==> config.mk <==
export PLATFORM = sky130hd
export DESIGN_NAME = button_conditioner
export DESIGN_NICKNAME = d
export VERILOG_FILES = /design/src/rtl/button_conditioner.sv
export SDC_FILE = /design/constraint.sdc
export NUM_CORES = 1
export LEC_CHECK = 0
export BUFFER_PORTS_ARGS = -buffer_cell sky130_fd_sc_hd__buf_2
export CAP_MARGIN = 20
export CORE_AREA = 2 2 45 47
export CTS_BUF_LIST = sky130_fd_sc_hd__clkbuf_4 sky130_fd_sc_hd__clkbuf_8
export CTS_CLUSTER_SIZE = 12
export DETAILED_ROUTE_END_ITERATION = 8
export DIE_AREA = 0 0 47 49
export GPL_TIMING_DRIVEN = 1
export PLACE_DENSITY = 0.72
export SLEW_MARGIN = 15
export SYNTH_ARGS = -nofsm -noshare
export SYNTH_HDL_FRONTEND = slang
export SYNTH_SLANG_ARGS = --single-unit
==> constraint.sdc <==
create_clock -name Clk -period 1 [get_ports Clk]
set_input_delay 0.1 -clock Clk [delete_from_list [all_inputs] [get_ports Clk]]
set_output_delay 0.1 -clock Clk [all_outputs]
set_load 0.05 [all_outputs]
==> src/rtl/button_conditioner.sv <==
// button_conditioner: per-channel synchroniser, debouncer and press/release
// pulse generator with optional auto-repeat, for N_CH push-buttons.
//
// Ports:
//   Clk      system clock, all state updates on the rising edge
//   Reset    synchronous, active-high reset
//   Btn_in   raw asynchronous button inputs (polarity set by ACTIVE_LOW)
//   Level    debounced button state, 1 = pressed
//   Press    one-cycle pulse on debounced press and on each auto-repeat
//   Release  one-cycle pulse on debounced release
module button_conditioner #(
    parameter int N_CH            = 3,
    parameter int SYNC_STAGES     = 2,
    parameter int DEBOUNCE_CYCLES = 4,
    parameter int ACTIVE_LOW      = 1,
    parameter int REPEAT_CYCLES   = 0
) (
    input  logic            Clk,
    input  logic            Reset,
    input  logic [N_CH-1:0] Btn_in,
    output logic [N_CH-1:0] Level,
    output logic [N_CH-1:0] Press,
    output logic [N_CH-1:0] Release
);

    localparam int CW   = $clog2(DEBOUNCE_CYCLES + 1);
    // Keep the repeat counter at least one bit wide even when repeat is off.
    localparam int RMAX = (REPEAT_CYCLES > 0) ? REPEAT_CYCLES : 1;
    localparam int RW   = $clog2(RMAX + 1);

    localparam logic [CW-1:0]   DB_LAST  = CW'(DEBOUNCE_CYCLES - 1);
    localparam logic [RW-1:0]   RPT_LAST = RW'(RMAX - 1);
    localparam bit              RPT_EN   = (REPEAT_CYCLES > 0);
    localparam logic [N_CH-1:0] IDLE     = (ACTIVE_LOW != 0) ? '1 : '0;

    logic [SYNC_STAGES-1:0][N_CH-1:0] sync_q, sync_d;
    logic [N_CH-1:0][CW-1:0]          cnt_q, cnt_d;
    logic [N_CH-1:0][RW-1:0]          rpt_q, rpt_d;
    logic [N_CH-1:0]                  level_q, level_d;
    logic [N_CH-1:0]                  press_q, press_d;
    logic [N_CH-1:0]                  release_q, release_d;
    logic [N_CH-1:0]                  pressed;

    // Normalised synchroniser output: 1 = pressed, whatever the board polarity.
    assign pressed = (ACTIVE_LOW != 0) ? ~sync_q[SYNC_STAGES-1]
                                       :  sync_q[SYNC_STAGES-1];

    always_comb begin
        sync_d    = {sync_q[SYNC_STAGES-2:0], Btn_in};
        level_d   = level_q;
        cnt_d     = cnt_q;
        rpt_d     = rpt_q;
        press_d   = '0;
        release_d = '0;
        for (int i = 0; i < N_CH; i++) begin
            // Any sample agreeing with Level restarts the debounce window.
            if (pressed[i] == level_q[i]) begin
                cnt_d[i] = '0;
            end else if (cnt_q[i] == DB_LAST) begin
                level_d[i] = pressed[i];
                cnt_d[i]   = '0;
            end else begin
                cnt_d[i] = cnt_q[i] + 1'b1;
            end

            press_d[i]   =  level_d[i] & ~level_q[i];
            release_d[i] = ~level_d[i] &  level_q[i];

            // Repeat runs only across edges where the key stays held, so the
            // press edge and the release edge both clear it and a release
            // edge can never carry a repeat pulse.
            if (RPT_EN && level_q[i] && level_d[i]) begin
                if (rpt_q[i] == RPT_LAST) begin
                    rpt_d[i]   = '0;
                    press_d[i] = 1'b1;
                end else begin
                    rpt_d[i] = rpt_q[i] + 1'b1;
                end
            end else begin
                rpt_d[i] = '0;
            end
        end
    end

    always_ff @(posedge Clk) begin
        if (Reset) begin
            sync_q    <= {SYNC_STAGES{IDLE}};
            cnt_q     <= '0;
            rpt_q     <= '0;
            level_q   <= '0;
            press_q   <= '0;
            release_q <= '0;
        end else begin
            sync_q    <= sync_d;
            cnt_q     <= cnt_d;
            rpt_q     <= rpt_d;
            level_q   <= level_d;
            press_q   <= press_d;
            release_q <= release_d;
        end
    end

    assign Level   = level_q;
    assign Press   = press_q;
    assign Release = release_q;

endmodule

# Word-level counts from Yosys, hierarchy flattened
# Cells that the tools add are included.
[op_classes] addsub=3 n_reduce_logical=3 muxes=6 n_bitwise=13 eq_ne=6
[ops] op="$add A3 B1 Y3 const B" n=3
[ops] op="$eq A3 B2 Y1 const B" n=3
[ops] op="$reduce_or A3 Y1" n=3
[ops] op="$and A1 B1 Y1" n=6
[ops] op="$mux W1" n=6
[ops] op="$not A1 Y1" n=6
[ops] op="$eq A1 B1 Y1" n=3
[ops] op="$not A3 Y3" n=1
[word_totals] register_bits=24 output_inout_bits=9

# Longest topological paths before layout
# Gate-level depths: netlist of the first run.
[depth] depth_word=5 ltp_mapped=4 ltp_nobuf=4

# Worst setup path after synthesis of the first run
# OpenSTA, ideal clock, no wires.
[synth_timing] path_type="reg2reg" startpoint="register level_q[0], in the netlist Level[0]" endpoint="register cnt_q[1] (netlist bit)" path_stages_with_launch=3 required_time_ns=0.912 arrival_time_ns=1.086 setup_slack_ns=-0.173 n_path_buf=0 cell_sequence="dfxtp_1 > xor2_1 > nor4b_2"
[synth_between] elab_chain_cells=2
[synth_rtl] element="start, declared" line="39" rtl="logic [N_CH-1:0] level_q, level_d;"
[synth_rtl] element="start signal, assigned" line="97" rtl="level_q <= level_d;"
[synth_rtl] element="$eq A1 B1 Y1" line="57" rtl="if (pressed[i] == level_q[i]) begin"
[synth_rtl] element="$reduce_or A3 Y1 (no line)"
[synth_rtl] element="end signal, assigned" line="95" rtl="cnt_q <= cnt_d;"
[synth_rtl] element="end, declared" line="37" rtl="logic [N_CH-1:0][CW-1:0] cnt_q, cnt_d;"
# Every way passes these cells.
# A chain may end at the register's enable or synchronous reset.

# Final worst setup path of the first run
[layout_timing] startpoint="register cnt_q[0] (netlist bit)" endpoint="register level_q[0], in the netlist Level[0]"
[layout_between] elab_chain_cells=3
[layout_rtl] element="$eq A3 B2 Y1" line="59" rtl="end else if (cnt_q[i] == DB_LAST) begin"
[layout_rtl] element="$mux W1" line="59"
[layout_rtl] element="$mux W1" line="57"
# Every way passes these cells.

==> reports/results.txt, run 1 <==
Status -> finished with violations
Failing checks -> negative setup slack
Post-Syn Nets -> 79
Crit Path Max Fanout -> 7
Area of the multi-input gates -> 509 um^2
Min cycle time layout -> 1.03 ns
Tot GR Track Use -> 0.135
Avg Synthesized Cell Area -> 12.7 um^2
Drt drc -> 0
Register area share after synthesis -> 0.557
Clk root buf -> clkbuf_4
Post-route clock period utilization -> 1.03
Synth Cell Area -> 863 um^2
Reg clk slew, reported paths -> 0.12 ns
CP startpoint -> cnt_q[0]
Finish-stage setup viols -> 7
Power Dens Cells -> 1220 nW/um^2
Chip width -> 47 um
Gr ovfl total -> 0
Core area -> 1840 um^2
Final setup margin -> -0.0268 ns
DP Wirelength -> 752 um
H-tree Lvls -> 1
Nets@finish -> 102
Num rows -> 16
Port Buffers -> 13
Slowest CP cell -> dfxtp_2
Layout Cell Area excl Fill -> 1250 um^2
Clk_skew -> 0.000990 ns
Cells after Synth -> 68
Die area -> 2300 um^2
Max-slew violations -> 0
WS Path Type -> reg -> reg
Cell mode on critical path -> ha_4
Slew @ Worst Pin -> 0.495 ns
Vias post-DR -> 539
Synth area leader -> dfxtp_1
Critical Path Source Type -> register
Area Overhead vs Synth -> 45.4%
Fin. Hold Viols -> 0
CP cell instances -> ha_4 -> ha_4 -> nand2b_4 -> a21oi_1
Die height -> 49 um
CP Data Arrival Time -> 1.26 ns
Initial Util -> 0.469
N_diodes -> 0
Leak Pwr -> 0.435 nW
WP data required -> 1.23 ns
DRT Pass-1 Iters -> 1
Initial antenna violation count -> 0
Total CTS buffers -> 3
Unrepaired setup endpoints after global routing -> yes
Vias/cell -> 4.61
Element type at the critical path end -> register
Maximum clock path buffer count -> 2
CTS Sinks -> 24
FF+latch count, synth -> 24
GPL Wtd Cong -> 0.740
Peak VDD IR -> 834 uV
First-pass GRT wire length -> 2220 um
Max Fclk -> 974 MHz
Max cap viols -> 0
Total power draw -> 1.53 mW
I/O pins -> 14
Largest net degree at the start of global routing -> 25
Layout cells sized above 1 -> 0.567
FF+latch area -> 497 um^2
Hold Path Origin -> Reset
Synth area leaders -> dfxtp_1 (56%), nor4b_2 (10%), ha_1 (8.7%)
Final setup TNS -> -0.0805 ns
Post-synthesis cell type count -> 11
DR WL/cell -> 11.4 um
Drt initial violations -> 0
Worst r2r src -> cnt_q[0]
Worst path max stage delay -> 0.36 ns
Post-Route WL -> 1340 um
Placed inst area -> 988 um^2
Worst slew margin -> 0.670
Clock Latency Late Sink -> 0.30 ns
CTS tree -> built
Vias in the first global route -> 551
Ys Warns -> 0
Detail Route Antenna Nets -> 0
Worst Hold Class -> in -> reg
Post-synth top area share -> 0.557
Layout fillers -> 142
[cell families (layout without fill, tap and decap cells)]
kind of cell	after synthesis	in the layout	share of synthesized area
flops	24	24	0.557
buf+inv	5	27	0.0391
simple gates	27	27	0.270
xor+xnor	3	3	0.0304
fa+ha+maj	6	6	0.0870
compound gates	3	3	0.0174
[synthesized netlist by cell type (all sizes together)]
library cell	count
xor2	3
dfxtp	24
nand2b	6
inv	3
ha	6
and4b	3
nor4	6
or2	6
a21oi	3
buf	2
nor4b	6
[power breakdown]
group,switching [mW],internal (mW)
combinational,0.0306,0.0324
sequential,0.0123,0.963
clock,0.268,0.222
total,0.311,1.22
[worst paths after layout]
path,end,slack [ns],cells past startpoint
max reg2reg,Level[0],-0.03,4
max,Level[0],-0.03,4
min reg2reg,sync_q[5],0.42,1
min,Level[2],0.26,2
[metrics by stage]
stage	util	setup WS (ns)	cells	hold WS [ns]
after floorplan	-	0.0249	68	0.197
after global placement	0.537	-0.0185	106	0.279
after detailed placement	0.537	-0.0438	106	0.286
after CTS	0.635	-0.0527	114	0.222
after global routing	0.681	-0.0667	117	0.269
final	0.681	-0.0268	117	0.255
[metal layers]
metal,routed length (um),GRT usage,up-vias
li1,-,-,279
met1,642,0.168,251
met2,652,0.205,7
met3,29,0.0259,2
met4,13,0.0833,0
met5,0,0,-
[sequential cells by signal, indices dropped and copies added, names as in the netlist]
register / flops
Level: 3
Press: 3
Release: 3
cnt_q: 9
sync_d: 3
sync_q: 3
[placed cells by master, fill, tap and decap left out, drive strengths merged]
master / instances
a21oi: 3
and4b: 3
buf: 14
clkbuf: 7
dfxtp: 24
dlygate4sd3: 3
ha: 6
inv: 3
nand2b: 6
nor4: 6
nor4b: 6
or2: 6
xor2: 3
[cell type report]
class	count	share of cell area
Clock buffer	4	0.0289
Timing Repair Buffer	20	0.134
Inverter	3	0.00897
Sequential cell	24	0.396
Multi-Input combinational cell	39	0.406
Tap cell	27	0.0269
[worst max-delay path: cells and delay by family, from the launching register on]
kind,cells,cell delay (ns)
adder cells (fa/ha/maj),2,0.35
AND/OR/NAND/NOR,1,0.14
AO/OA/AOI/OAI,1,0.12
flip-flops,1,0.36
[what timing repair did]
action                                 4_1_cts  5_1_grt
hold buffers                                 3        0
pin swaps                                   10        4
buffers inserted                             1        3
setup endpoints to repair                   17       21
gates resized for setup                     23       13
endpoints found under the hold margin        3        0
(Power assumes the default switching activity.)
==> run 2, diff against run 1 <==
--- a/config.mk
+++ b/config.mk
@@ -7,13 +7,15 @@
 export LEC_CHECK = 0
 export BUFFER_PORTS_ARGS = -buffer_cell sky130_fd_sc_hd__buf_2
 export CAP_MARGIN = 20
-export CORE_AREA = 2 2 45 47
+export CELL_PAD_IN_SITES_DETAIL_PLACEMENT = 0
+export CELL_PAD_IN_SITES_GLOBAL_PLACEMENT = 1
+export CORE_AREA = 2 2 49 51
 export CTS_BUF_LIST = sky130_fd_sc_hd__clkbuf_4 sky130_fd_sc_hd__clkbuf_8
 export CTS_CLUSTER_SIZE = 12
 export DETAILED_ROUTE_END_ITERATION = 8
-export DIE_AREA = 0 0 47 49
+export DIE_AREA = 0 0 51 53
 export GPL_TIMING_DRIVEN = 1
-export PLACE_DENSITY = 0.72
+export PLACE_DENSITY_LB_ADDON = 0.1
 export SLEW_MARGIN = 15
 export SYNTH_ARGS = -nofsm -noshare
 export SYNTH_HDL_FRONTEND = slang
==> run 2 against run 1 <==
  * The run still ends with negative setup slack left
  * Critical path type unchanged
  * Maximum frequency decreased by 0.52%
  * Design area decreased by 1.0%
  * Critical path depth decreased by 1
  * Largest cell class is now registers
  * Combinational power increased by 7.0%
  * Register-to-register slack about the same
  * Sequential power about the same
  * Clock-buffer cell count unchanged
  * First-iteration DRC count increased by 4
  * Sequential share of layout area increased by 0.70 points
  * Die area increased by 17%
  * Sequential cell count unchanged
==> reports/results.txt, run 2 (synthesized netlist as in run 1, its figures left out) <==
Status -> finished with violations (unchanged)
Failing checks -> negative setup slack (unchanged)
Fin. Hold Viols -> 0 (unchanged)
GPL Wtd Cong -> 0.675 (was 0.740)
Detail Route Antenna Nets -> 0 (unchanged)
Total power draw -> 1.54 mW (was 1.53 mW)
Max cap viols -> 0 (unchanged)
Most frequent cells in the layout -> dfxtp_1 (14), clkbuf_4 (7), dfxtp_2 (7)
Worst slew margin -> 0.638 (was 0.670)
Die area -> 2700 um^2 (was 2300 um^2)
Final setup margin -> -0.0321 ns (was -0.0268 ns)
Max-slew violations -> 0 (unchanged)
Max reg flops -> 9 (unchanged)
N_diodes -> 0 (unchanged)
Maximum clock path buffer count -> 2 (unchanged)
Gr ovfl total -> 0 (unchanged)
R2R setup slack -> -0.03 ns (about the same)
Unrepaired setup endpoints after global routing -> yes (unchanged)
Vias in the first global route -> 550 (was 551)
Element type at the critical path end -> register (unchanged)
CTS Sinks -> 24 (unchanged)
Cells on worst reg2reg path -> 3 (was 4)
Area Overhead vs Synth -> 43.9% (was 45.4%)
Die height -> 53 um (was 49 um)
Slew @ Worst Pin -> 0.543 ns (was 0.495 ns)
Peak VDD IR -> 828 uV (was 834 uV)
Slowest CP cell -> dfxtp_2 (unchanged)
Clock group share of total power -> 0.322 (was 0.321)
Vias post-DR -> 551 (was 539)
Vias/cell -> 4.67 (was 4.61)
Internal -> 1.22 mW (about the same)
Core area -> 2150 um^2 (was 1840 um^2)
Max Fclk -> 969 MHz (was 974 MHz)
Final setup TNS -> -0.157 ns (was -0.0805 ns)
Comb power frac -> 0.044 (was 0.041)
DP Wirelength -> 820 um (was 752 um)
R2R Path End -> cnt_q[6] (was Level[0])
H-tree Lvls -> 1 (unchanged)
NetSw -> 318 uW (was 311 uW)
Seq pwr share -> 0.634 (was 0.638)
Reg clk slew, reported paths -> 0.12 ns (about the same)
Worst Hold Class -> in -> reg (unchanged)
Cell mode on critical path -> ha_4 (unchanged)
Worst r2r src -> cnt_q[6] (was cnt_q[0])
Clk root buf -> clkbuf_4 (unchanged)
Register name with the most flops -> cnt_q (unchanged)
Worst Hold Endpoint -> Level[1] (was Level[2])
WS Path Type -> reg -> reg (unchanged)
First-pass GRT wire length -> 2320 um (was 2220 um)
Initial antenna violation count -> 0 (unchanged)
DR WL/cell -> 11.7 um (was 11.4 um)
Critical Path Source Type -> register (unchanged)
Leak Pwr -> 0.430 nW (was 0.435 nW)
Clk_skew -> 0.00136 ns (was 0.000990 ns)
Layout fillers -> 204 (was 142)
CP cell instances -> ha_4 -> ha_4 -> nor4_2 (was ha_4 -> ha_4 -> nand2b_4 -> a21oi_1)
Post-route clock period utilization -> 1.03 (about the same)
Finish-stage setup viols -> 9 (was 7)
Crit Path Max Fanout -> 7 (unchanged)
Port Buffers -> 13 (unchanged)
Layout cells sized above 1 -> 0.556 (was 0.567)
Initial Util -> 0.402 (was 0.469)
Worst path max stage delay -> 0.36 ns (about the same)
Drt drc -> 0 (unchanged)
Nets@finish -> 102 (unchanged)
CP Data Arrival Time -> 1.25 ns (was 1.26 ns)
Num rows -> 17 (was 16)
Power Dens Cells -> 1240 nW/um^2 (was 1220 nW/um^2)
Total CTS buffers -> 3 (unchanged)
Min cycle time layout -> 1.03 ns (about the same)
Drt initial violations -> 4 (was 0)
WP data required -> 1.22 ns (was 1.23 ns)
Worst Hold Depth -> 2 (unchanged)
Post-Route WL -> 1390 um (was 1340 um)
DRT Pass-1 Iters -> 4 (was 1)
Clock Latency Late Sink -> 0.30 ns (about the same)
I/O pins -> 14 (unchanged)
Most common cell after layout, fill and taps aside -> dfxtp_1 (unchanged)
Hold Path Origin -> Reset (unchanged)
CTS tree -> built (unchanged)
Tot GR Track Use -> 0.117 (was 0.135)
Chip width -> 51 um (was 47 um)
Net Sw Frac -> 0.207 (was 0.203)
Largest net degree at the start of global routing -> 25 (unchanged)
-- run 2: changes by cell type in the layout (fill, tap and decap cells not counted) --
cell	previous run	this run
nand2b_4	3	1
nand2b_1	3	5
xor2_2	3	2
xor2_1	0	1
nor4_4	1	2
dfxtp_1	17	14
clkbuf_4	6	7
buf_2	5	4
nor4_1	1	2
nor4_2	4	2
dfxtp_2	4	7
-- run 2: worst max-delay path: cells and delay by family, from the launching register on --
| kind | cells | cell delay [ns] |
|---|---|---|
| adders and majority gates | 2 | 0.34 |
| DFF | 1 | 0.36 |
| and+or+nand+nor | 1 | 0.25 |
-- run 2: routing by layer --
| metal | GRT usage | vias up | wire (um) |
|---|---|---|---|
| li1 | - | 282 | - |
| met1 | 0.135 | 256 | 702 |
| met2 | 0.193 | 11 | 618 |
| met3 | 0.0282 | 2 | 50 |
| met4 | 0.0811 | 0 | 14 |
| met5 | 0 | - | 0 |
-- run 2: stage by stage --
step | setup WS (ns) | instance area (um^2) | instances | hold WS (ns) | utilization
2_1_floorplan | 0.0249 | 912 | 68 | 0.197 | -
3_3_place_gp | -0.0229 | 997 | 108 | 0.278 | 0.464
3_5_place_dp | -0.0472 | 997 | 108 | 0.281 | 0.464
4_1_cts | -0.0478 | 1150 | 117 | 0.237 | 0.536
5_1_grt | -0.0775 | 1240 | 118 | 0.283 | 0.578
6_report | -0.0321 | 1240 | 118 | 0.272 | 0.578
-- run 2: cell type report --
cell class              instances  area [um^2]  area share
clock buffers                   4         36.3      0.0292
inverters                       3         11.3     0.00906
multi-input cells              39          489       0.394
flip-flops and latches         24          500       0.403
well taps                      28         35.0      0.0282
repair buffers                 20          170       0.137
-- run 2: how the worst max path moves through the flow --
| stage | start | end | cells past startpoint |
|---|---|---|---|
| global route | cnt_q[6] | cnt_q[8] | 3 |
| CTS | cnt_q[3] | cnt_q[3] | 3 |
| global placement | cnt_q[0] | cnt_q[1] | 3 |
| finish | cnt_q[6] | cnt_q[6] | 3 |
| detailed placement | cnt_q[3] | cnt_q[3] | 3 |
| floorplan | cnt_q[0] | Level[0] | 4 |
-- run 2: repair_timing --
| action | in CTS | in global routing |
|---|---|---|
| setup endpoints to repair | 19 | 22 |
| endpoints found under the hold margin | 3 | 0 |
| gates resized for setup | 18 | 19 |
| pin swaps | 8 | 5 |
| buffers inserted | 2 | 1 |
| hold buffers | 3 | 0 |
-- run 2: power by group through the flow --
| stage | registers (mW) | clock network [mW] | logic, mW |
|---|---|---|---|
| final | 0.975 | 0.495 | 0.0674 |
| after global routing | 0.978 | 0.557 | 0.0747 |
| after detailed placement | 1.00 | 0 | 0.0469 |
| after CTS | 0.979 | 0.519 | 0.0619 |
| after global placement | 1.00 | 0 | 0.0456 |
| after floorplan | 0.999 | 0 | 0.0366 |
==> run 3, diff against run 2 <==
--- a/config.mk
+++ b/config.mk
@@ -5,15 +5,16 @@
 export SDC_FILE = /design/constraint.sdc
 export NUM_CORES = 1
 export LEC_CHECK = 0
-export BUFFER_PORTS_ARGS = -buffer_cell sky130_fd_sc_hd__buf_2
 export CAP_MARGIN = 20
 export CELL_PAD_IN_SITES_DETAIL_PLACEMENT = 0
 export CELL_PAD_IN_SITES_GLOBAL_PLACEMENT = 1
-export CORE_AREA = 2 2 49 51
+export CORE_AREA = 2 2 47 49
 export CTS_BUF_LIST = sky130_fd_sc_hd__clkbuf_4 sky130_fd_sc_hd__clkbuf_8
 export CTS_CLUSTER_SIZE = 12
 export DETAILED_ROUTE_END_ITERATION = 8
-export DIE_AREA = 0 0 51 53
+export DIE_AREA = 0 0 49 51
+export DONT_BUFFER_PORTS = 1
+export GPL_ROUTABILITY_DRIVEN = 0
 export GPL_TIMING_DRIVEN = 1
 export PLACE_DENSITY_LB_ADDON = 0.1
 export SLEW_MARGIN = 15
==> run 3 against run 2 <==
  * The flow finishes with violations (negative hold slack, negative setup slack)
  * Power fell by 2.0%
  * Clock skew barely moved
  * Utilization rose by 3.0 points
  * Clock-buffer cell count did not move
==> reports/results.txt, run 3 (synthesized netlist as in run 1, its figures left out) <==
Worst r2r src -> cnt_q[3] (was cnt_q[6])
I/O pins -> 14 (unchanged)
Worst Hold Depth -> 1 (was 2)
CP bufs+invs -> 0 (unchanged)
WS Path Type -> reg -> reg (unchanged)
Core area -> 2060 um^2 (was 2150 um^2)
Worst Hold Class -> in -> reg (unchanged)
Placed inst area -> 992 um^2 (was 997 um^2)
CP Data Arrival Time -> 1.23 ns (was 1.25 ns)
CTS tree -> built (unchanged)
CTS Sinks -> 24 (unchanged)
Layout cells sized above 1 -> 0.586 (was 0.556)
Die height -> 51 um (was 53 um)
Tot GR Track Use -> 0.110 (was 0.117)
Status -> finished with violations (unchanged)
Failing checks -> negative hold slack, negative setup slack (was negative setup slack)
R2R setup slack -> -0.02 ns (was -0.03 ns)
Nets@finish -> 99 (was 102)
Num rows -> 17 (unchanged)
Maximum clock path buffer count -> 2 (unchanged)
Leak Pwr -> 0.423 nW (was 0.430 nW)
DRT Pass-1 Iters -> 4 (unchanged)
DR WL/cell -> 10.9 um (was 11.7 um)
Peak VDD IR -> 1230 uV (was 828 uV)
Cells on worst reg2reg path -> 3 (unchanged)
Post-route clock period utilization -> 1.02 (was 1.03)
Max cap viols -> 0 (unchanged)
Initial Util -> 0.418 (was 0.402)
Largest net degree at the start of global routing -> 25 (unchanged)
Drt drc -> 0 (unchanged)
Slew @ Worst Pin -> 0.371 ns (was 0.543 ns)
Hold Path Origin -> Reset (unchanged)
CP cell instances -> ha_4 -> ha_4 -> nor4b_2 (was ha_4 -> ha_4 -> nor4_2)
Crit Path Max Fanout -> 7 (unchanged)
Worst Hold Endpoint -> Level[1] (unchanged)
Max reg flops -> 9 (unchanged)
Most common cell after layout, fill and taps aside -> dfxtp_1 (unchanged)
Hold WS -> -0.166 ns (was 0.272 ns)
Layout Cell Area excl Fill -> 1250 um^2 (was 1240 um^2)
Clk_skew -> 0.00142 ns (was 0.00136 ns)
Most frequent cells in the layout -> dfxtp_1 (15), buf_4 (11), dfxtp_2 (7), or2_1 (6), ha_4 (6) (was dfxtp_1 (14), clkbuf_4 (7), dfxtp_2 (7))
Final setup margin -> -0.0172 ns (was -0.0321 ns)
Finished Core Util -> 0.608 (was 0.578)
Gr ovfl total -> 0 (unchanged)
Worst path max stage delay -> 0.35 ns (was 0.36 ns)
Port Buffers -> 0 (was 13)
Vias/cell -> 4.63 (was 4.67)
Chip width -> 49 um (was 51 um)
Met3 Wirelength -> 57 um (was 50 um)
Vias post-DR -> 532 (was 551)
Cts hold-fix bufs -> 3 (unchanged)
Finish-stage setup viols -> 6 (was 9)
Element type at the critical path end -> register (unchanged)
Initial antenna violation count -> 0 (unchanged)
Vias in the first global route -> 499 (was 550)
Critical path's top delay family -> flip-flops (unchanged)
Clk root buf -> clkbuf_4 (unchanged)
Max-slew violations -> 0 (unchanged)
Power Dens Cells -> 1200 nW/um^2 (was 1240 nW/um^2)
R2R Path End -> cnt_q[4] (was cnt_q[6])
First-pass GRT wire length -> 2140 um (was 2320 um)
WP data required -> 1.22 ns (about the same)
Critical Path Source Type -> register (unchanged)
DP Wirelength -> 766 um (was 820 um)
Top layer in use -> met4 (unchanged)
Register name with the most flops -> cnt_q (unchanged)
Detail Route Antenna Nets -> 0 (unchanged)
H-tree Lvls -> 1 (unchanged)
Max Fclk -> 983 MHz (was 969 MHz)
Drt initial violations -> 3 (was 4)
Total power draw -> 1.51 mW (was 1.54 mW)
Reg clk slew, reported paths -> 0.12 ns (about the same)
Worst slew margin -> 0.752 (was 0.638)
Cell mode on critical path -> ha_4 (unchanged)
Fin. Hold Viols -> 23 (was 0)
Die area -> 2500 um^2 (was 2700 um^2)
Post-Route WL -> 1260 um (was 1390 um)
Pre-CTS setup slack -> -0.0391 ns (was -0.0472 ns)
Detail Route met2 WL -> 554 um (was 618 um)
Slowest CP cell -> dfxtp_2 (unchanged)
M1 WL -> 633 um (was 702 um)
Area Overhead vs Synth -> 45.4% (was 43.9%)
N_diodes -> 0 (unchanged)
Total CTS buffers -> 3 (unchanged)
Min cycle time layout -> 1.02 ns (was 1.03 ns)
Unrepaired setup endpoints after global routing -> yes (unchanged)
Clock Latency Late Sink -> 0.30 ns (about the same)
## run 3: cell types whose count changed in the layout (fill, tap and decap cells not counted), sizes merged
| cell | change |
|---|---|
| clkbuf | -4 |
| buf | +1 |
## run 3: worst max-delay path by stage
stage / startpoint / end / slack, ns / cells past startpoint
after global routing: cnt_q[6] / Level[2] / -0.06 / 4
after CTS: cnt_q[3] / cnt_q[5] / -0.02 / 3
after detailed placement: cnt_q[3] / cnt_q[5] / -0.04 / 3
after global placement: cnt_q[0] / cnt_q[2] / -0.02 / 3
after floorplan: cnt_q[0] / Level[0] / 0.02 / 4
final: cnt_q[3] / cnt_q[4] / -0.02 / 3
## run 3: timing repair
action | in CTS | in global routing
endpoints found under the hold margin | 24 | 24
pin swaps | 15 | 3
setup endpoints to repair | 16 | 19
buffers inserted | 2 | 3
resized for setup | 16 | 14
## run 3: through the flow
step | cells | setup TNS [ns] | hold slack (ns)
final | 115 | -0.0532 | -0.166
after global routing | 115 | -0.574 | -0.190
after CTS | 112 | -0.0699 | -0.173
after detailed placement | 103 | -0.186 | 0.167
after global placement | 103 | -0.0273 | 0.164
after floorplan | 68 | 0 | 0.197
## run 3: worst register-to-register path: cells and delay by family (launching register included)
family	cells	cell delay, ns
fa+ha+maj	2	0.35
flops	1	0.35
simple gates	1	0.24
## run 3: area by class of cell
| class | instances | area (um^2) |
|---|---|---|
| multi-input combinational | 39 | 526 |
| clock buffer | 4 | 36.3 |
| timing repair buffer | 17 | 150 |
| inverter | 3 | 11.3 |
| fill | 176 | 808 |
| tap | 28 | 35.0 |
| sequential | 24 | 497 |
## run 3: power breakdown
part	internal (mW)	switching [mW]	leakage (nW)
Sequential	0.966	0.0119	0.200
Clock	0.222	0.266	0.0210
Combinational	0.0274	0.0132	0.202
## run 3: layer usage
layer	GRT usage	vias to the layer above
met5	0	-
met4	0.0571	0
met3	0.0205	2
met2	0.160	11
met1	0.155	243
li1	-	276
